===== src/rtl/apb_pkg.sv =====
// Shared types and constants for the APB master controller.
package apb_pkg;

  typedef enum logic [1:0] {
    IDLE   = 2'd0,
    SETUP  = 2'd1,
    ACCESS = 2'd2,
    DONE   = 2'd3
  } apb_state_t;

  localparam logic [1:0] SEL_NONE  = 2'b00;
  localparam logic [1:0] SEL_S0    = 2'b01;
  localparam logic [1:0] SEL_S1    = 2'b10;
  localparam logic [7:0] RDATA_ERR = 8'hFF;

  function automatic logic sel_legal(input logic [1:0] sel);
    return (sel == SEL_S0) || (sel == SEL_S1);
  endfunction

endpackage


===== src/rtl/apb_timeout_cnt.sv =====
// ACCESS-phase timeout counter: counts ready-low cycles, flags the cycle whose
// increment reaches the limit so the FSM can abort on that same edge.
module apb_timeout_cnt (
  input  logic       clk,
  input  logic       reset,
  input  logic       clr,
  input  logic       en,
  input  logic [8:0] limit,
  output logic       expire
);

  logic [8:0] cnt;

  assign expire = en && ((cnt + 9'd1) == limit);

  always_ff @(posedge clk) begin
    if (reset || clr) cnt <= '0;
    else if (en)      cnt <= cnt + 9'd1;
  end

endmodule


===== src/rtl/apb_master_ctrl.sv =====
// APB master: one processor request at a time, SETUP then ACCESS, with a
// bounded wait on the slave's ready and a one-cycle completion strobe.
module apb_master_ctrl
  import apb_pkg::*;
#(
  parameter int TIMEOUT_MARGIN = 16
) (
  input  logic       clk,
  input  logic       reset,
  input  logic       proc_start,
  input  logic       proc_write,
  input  logic [1:0] proc_sel,
  input  logic [7:0] proc_addr,
  input  logic [7:0] proc_wdata,
  input  logic [7:0] proc_wait_cycles,
  output logic [7:0] proc_rdata,
  output logic       proc_stable,
  output logic       proc_err,
  output logic [1:0] apb_sel,
  output logic       apb_enable,
  output logic       apb_write,
  output logic [7:0] apb_addr,
  output logic [7:0] apb_wdata,
  output logic [7:0] apb_wait_cycles,
  input  logic       apb_ready,
  input  logic [7:0] apb_rdata
);

  apb_state_t state;
  logic       cnt_clr, cnt_en, expire;
  logic [8:0] limit;

  // The APB output registers double as the capture registers for the request.
  assign limit   = {1'b0, apb_wait_cycles} + 9'(TIMEOUT_MARGIN);
  assign cnt_clr = (state == IDLE) && proc_start && sel_legal(proc_sel);
  assign cnt_en  = (state == ACCESS) && !apb_ready;

  apb_timeout_cnt u_tmo (
    .clk    (clk),
    .reset  (reset),
    .clr    (cnt_clr),
    .en     (cnt_en),
    .limit  (limit),
    .expire (expire)
  );

  always_ff @(posedge clk) begin
    if (reset) begin
      state           <= IDLE;
      proc_rdata      <= '0;
      proc_stable     <= 1'b0;
      proc_err        <= 1'b0;
      apb_sel         <= SEL_NONE;
      apb_enable      <= 1'b0;
      apb_write       <= 1'b0;
      apb_addr        <= '0;
      apb_wdata       <= '0;
      apb_wait_cycles <= '0;
    end else begin
      case (state)
        IDLE: begin
          proc_stable <= 1'b0;
          if (proc_start) begin
            if (sel_legal(proc_sel)) begin
              apb_sel         <= proc_sel;
              apb_enable      <= 1'b0;
              apb_write       <= proc_write;
              apb_addr        <= proc_addr;
              apb_wdata       <= proc_wdata;
              apb_wait_cycles <= proc_wait_cycles;
              state           <= SETUP;
            end else begin
              proc_stable <= 1'b1;
              proc_err    <= 1'b1;
              state       <= DONE;
            end
          end
        end
        SETUP: begin
          apb_enable <= 1'b1;
          state      <= ACCESS;
        end
        ACCESS: begin
          // Ready wins over a timeout landing on the same edge.
          if (apb_ready || expire) begin
            if (!apb_write) proc_rdata <= apb_ready ? apb_rdata : RDATA_ERR;
            proc_err    <= !apb_ready;
            proc_stable <= 1'b1;
            apb_sel     <= SEL_NONE;
            apb_enable  <= 1'b0;
            state       <= DONE;
          end
        end
        DONE: begin
          proc_stable <= 1'b0;
          state       <= IDLE;
        end
        default: state <= IDLE;
      endcase
    end
  end

endmodule


===== config.mk =====
export PLATFORM = sky130hd
export DESIGN_NAME = apb_master_ctrl
export DESIGN_NICKNAME = d
export VERILOG_FILES = /design/src/rtl/apb_pkg.sv /design/src/rtl/apb_timeout_cnt.sv /design/src/rtl/apb_master_ctrl.sv
export SDC_FILE = /design/constraint.sdc
export NUM_CORES = 1
export LEC_CHECK = 0
export CAP_MARGIN = 10
export CORE_ASPECT_RATIO = 0.9
export CORE_UTILIZATION = 49
export CTS_CLUSTER_DIAMETER = 120
export DETAILED_ROUTE_END_ITERATION = 6
export GPL_ROUTABILITY_DRIVEN = 0
export PLACE_DENSITY = 0.85
export SYNTH_ARGS = -nofsm -noshare
export SYNTH_HDL_FRONTEND = slang
export SYNTH_SLANG_ARGS = --single-unit

===== constraint.sdc =====
create_clock -name clk -period 4.05 [get_ports clk]
set_input_delay 0.405 -clock clk [delete_from_list [all_inputs] [get_ports clk]]
set_output_delay 0.405 -clock clk [all_outputs]
set_load 0.005 [all_outputs]

==> summary.md <==
| Metric | Value |
|---|---|
| Clock skew | `0.008378 ns` |
| Place WS | `1.493 ns` |
| Synth Register Bits | `49` |
| Final Hold Viols | `0` |
| Total GRT Usage | `0.2309` |
| DRT Pass-1 Iters | `4` |
| Flop2flop setup slack | `1.55 ns` |
| Worst Path Max Fanout | `7` |
| Worst-margin pin slew | `0.9191 ns` |
| DP Area | `3068 µm²` |
| Max VDD drop | `0.3213 mV` |
| Post-synth EDFFs | `0` |
| Crit path largest cell delay | `0.43 ns` |
| Clk root buf | `clkbuf_8` |
| Final instance area | `3176 µm²` |
| ANT nets after route | `0` |
| Critical path capture point type | `flip-flop` |
| Relative slew slack | `0.3873` |
| CTS tree | `built` |
| Clock transition at the registers of the reported paths | `0.09 ns` |
| Drt drc | `0` |
| Post-CTS setup buffer count | `0` |
| Endpoints failing setup | `0` |
| Cts hold-fix bufs | `0` |
| Synth area leaders | `dfxtp_1 43%, nand2_1 10%, a21oi_1 7.1%` |
| Req. time, crit path | `4.28 ns` |
| Post-synth top area share | `0.4324` |
| Yosys cell types | `40` |
| Share of layout cells above drive strength 1 | `0.05764` |
| Max clock buf depth | `2` |
| Die X-Extent | `73.72 µm` |
| Worst-skew pair later-pin latency | `0.30 ns` |
| Detailed Place HPWL | `3859 µm` |
| Worst Hold Class | `reg -> reg` |
| Non-Filler Instances | `409` |
| Cell Count Post-Placement | `402` |
| Final setup margin | `1.545 ns` |
| Ys Warns | `0` |
| Fmax | `399.2 MHz` |
| Initial antenna violation count | `0` |
| Tmin final | `2.505 ns` |
| Max cap viols | `0` |
| Pwr dens | `451.9 nW/µm²` |
| Post-synth top cells | `61 x nand2_1, 49 x dfxtp_1, 32 x a21oi_1` |
| Register area share after synthesis | `0.4324` |
| Port Buf Inserts | `76` |
| Worst Setup Start Kind | `flip-flop` |
| Largest net degree at the start of global routing | `29` |
| GRT Residual Overflow | `0` |
| Crit-path slowest cell | `dfxtp_1` |
| Total number of vias | `2076` |
| Nets | `392` |
| Die height | `66.55 µm` |
| Row count | `23` |
| Post-synthesis instance total | `275` |
| Ant diodes | `0` |
| Leakage | `1.174 nW` |
| Syn avg cell area | `8.249 µm²` |
| First-pass GRT wire length | `8749 µm` |
| Die ar. | `4906 µm²` |
| CTS resizes | `0` |
| Core footprint | `4461 µm²` |
| Vias per Instance | `5.076` |
| Fillers | `349` |
| Run status | `finished, final reports clean` |
| Sink Count | `49` |
| Main synth FF type | `dfxtp_1` |
| Syn nets | `320` |
| Wirelength, routed | `5455 µm` |
| Area leader, netlist | `dfxtp_1` |
| Kind of critical path | `reg -> reg` |
| Fin crit share | `0.6185` |
| Vias in the first global route | `2015` |
| Drt wl/cell | `13.34 µm` |
| Cts bufs inserted | `5` |
| Setup TNS | `0 ns` |
| Critical-path cell list | `ha_1 > nand3_2 > or3_4 > o211a_1 > o31ai_4 > a31oi_4 > or3_1 > a21oi_1` |
| 1st-iter DRT viols | `71` |
| Post-synthesis async set-or-reset flop share | `0` |
| Starting density of the core | `0.5086` |
| Worst EP arrival | `2.74 ns` |
| Mapped Area | `2268 µm²` |
| Most frequent cell after synthesis | `nand2_1` |
| Final Slew Violations | `0` |
| RSZ-0062 raised after global routing | `false` |
| I/O pins | `77` |
| P&R area growth vs syn | `39.99%` |
| Htree depth | `2` |
| Hold slack | `0.4565 ns` |
==> worst paths after layout <==
path	from	to	cells past startpoint
min reg2reg	apb_wdata[0]	apb_wdata[0]	2
max reg2reg	u_tmo.cnt[0]	apb_enable	8
min	apb_wdata[0]	apb_wdata[0]	2
max	u_tmo.cnt[0]	apb_enable	8
==> cell type report <==
type	instances	area, µm²	area share
Multi-Input combinational cell	201	1189	0.3743
Sequential cell	49	980.9	0.3089
Timing Repair Buffer	78	775.7	0.2443
Tap cell	62	77.57	0.02443
Clock buffer	5	68.82	0.02167
Inverter	12	45.04	0.01418
Clock inverter	2	38.79	0.01221
==> critical path: cells and delay by family (launching register included) <==
family          cells  cell delay, ns
compound gates      4            0.81
fa+ha+maj           1            0.26
flops               1            0.43
simple gates        3            0.93
==> stage by stage <==
stage	utilization	total power, W
after floorplan	-	0.0008728
after global placement	0.6878	0.001076
after detailed placement	0.6878	0.001090
after CTS	0.7119	0.001446
after global routing	0.7119	0.001512
final	0.7119	0.001435
==> flip-flops by register name, indices dropped and copies added (netlist names) <==
| name | flops |
|---|---|
| apb_addr | 8 |
| apb_enable | 1 |
| apb_sel | 2 |
| apb_wait_cycles | 8 |
| apb_wdata | 8 |
| apb_write | 1 |
| proc_err | 1 |
| proc_rdata | 8 |
| proc_stable | 1 |
| state | 2 |
| u_tmo.cnt | 9 |
==> logic make-up after synthesis <==
kind of cell | after synthesis | synth area share
compound gates | 57 | 0.1622
xor+xnor | 22 | 0.08494
mux | 2 | 0.008826
flops | 49 | 0.4324
fa+ha+maj | 6 | 0.03309
buf+inv | 25 | 0.04357
simple gates | 114 | 0.2350
==> routing by layer <==
layer / vias to the layer above / GRT usage / share of wire
li1: 1053 / - / -
met1: 964 / 0.2697 / 0.43
met2: 52 / 0.3888 / 0.49
met3: 7 / 0.07867 / 0.064
met4: 0 / 0.08654 / 0.011
met5: - / 0 / 0
==> power breakdown <==
part / switching, W / total [W] / internal (W) / leakage [nW]
combinational: 0.000236 / 0.000488 / 0.000252 / 0.720
clock: 0.000163 / 0.000346 / 0.000183 / 0.0546
sequential: 0.0000484 / 0.000601 / 0.000552 / 0.399
total: 0.000448 / 0.00144 / 0.000987 / 1.17
==> cells in the final DEF, fill, tap and decap left out, types with 2 or more instances in the layout <==
cell,n
clkdlybuf4s50_1,76
buf_4,2
or3_1,3
inv_1,12
nor3_1,2
nor2_1,19
dfxtp_1,49
xnor2_1,12
nand2_1,61
and3_1,3
nand2b_1,6
ha_1,6
a21oi_1,32
clkbuf_8,5
a211oi_1,10
mux2i_1,2
nand3_1,6
o21ai_0,6
nand4_1,2
nor2b_1,2
xor2_1,10
Power figures use the tool's default switching activity.
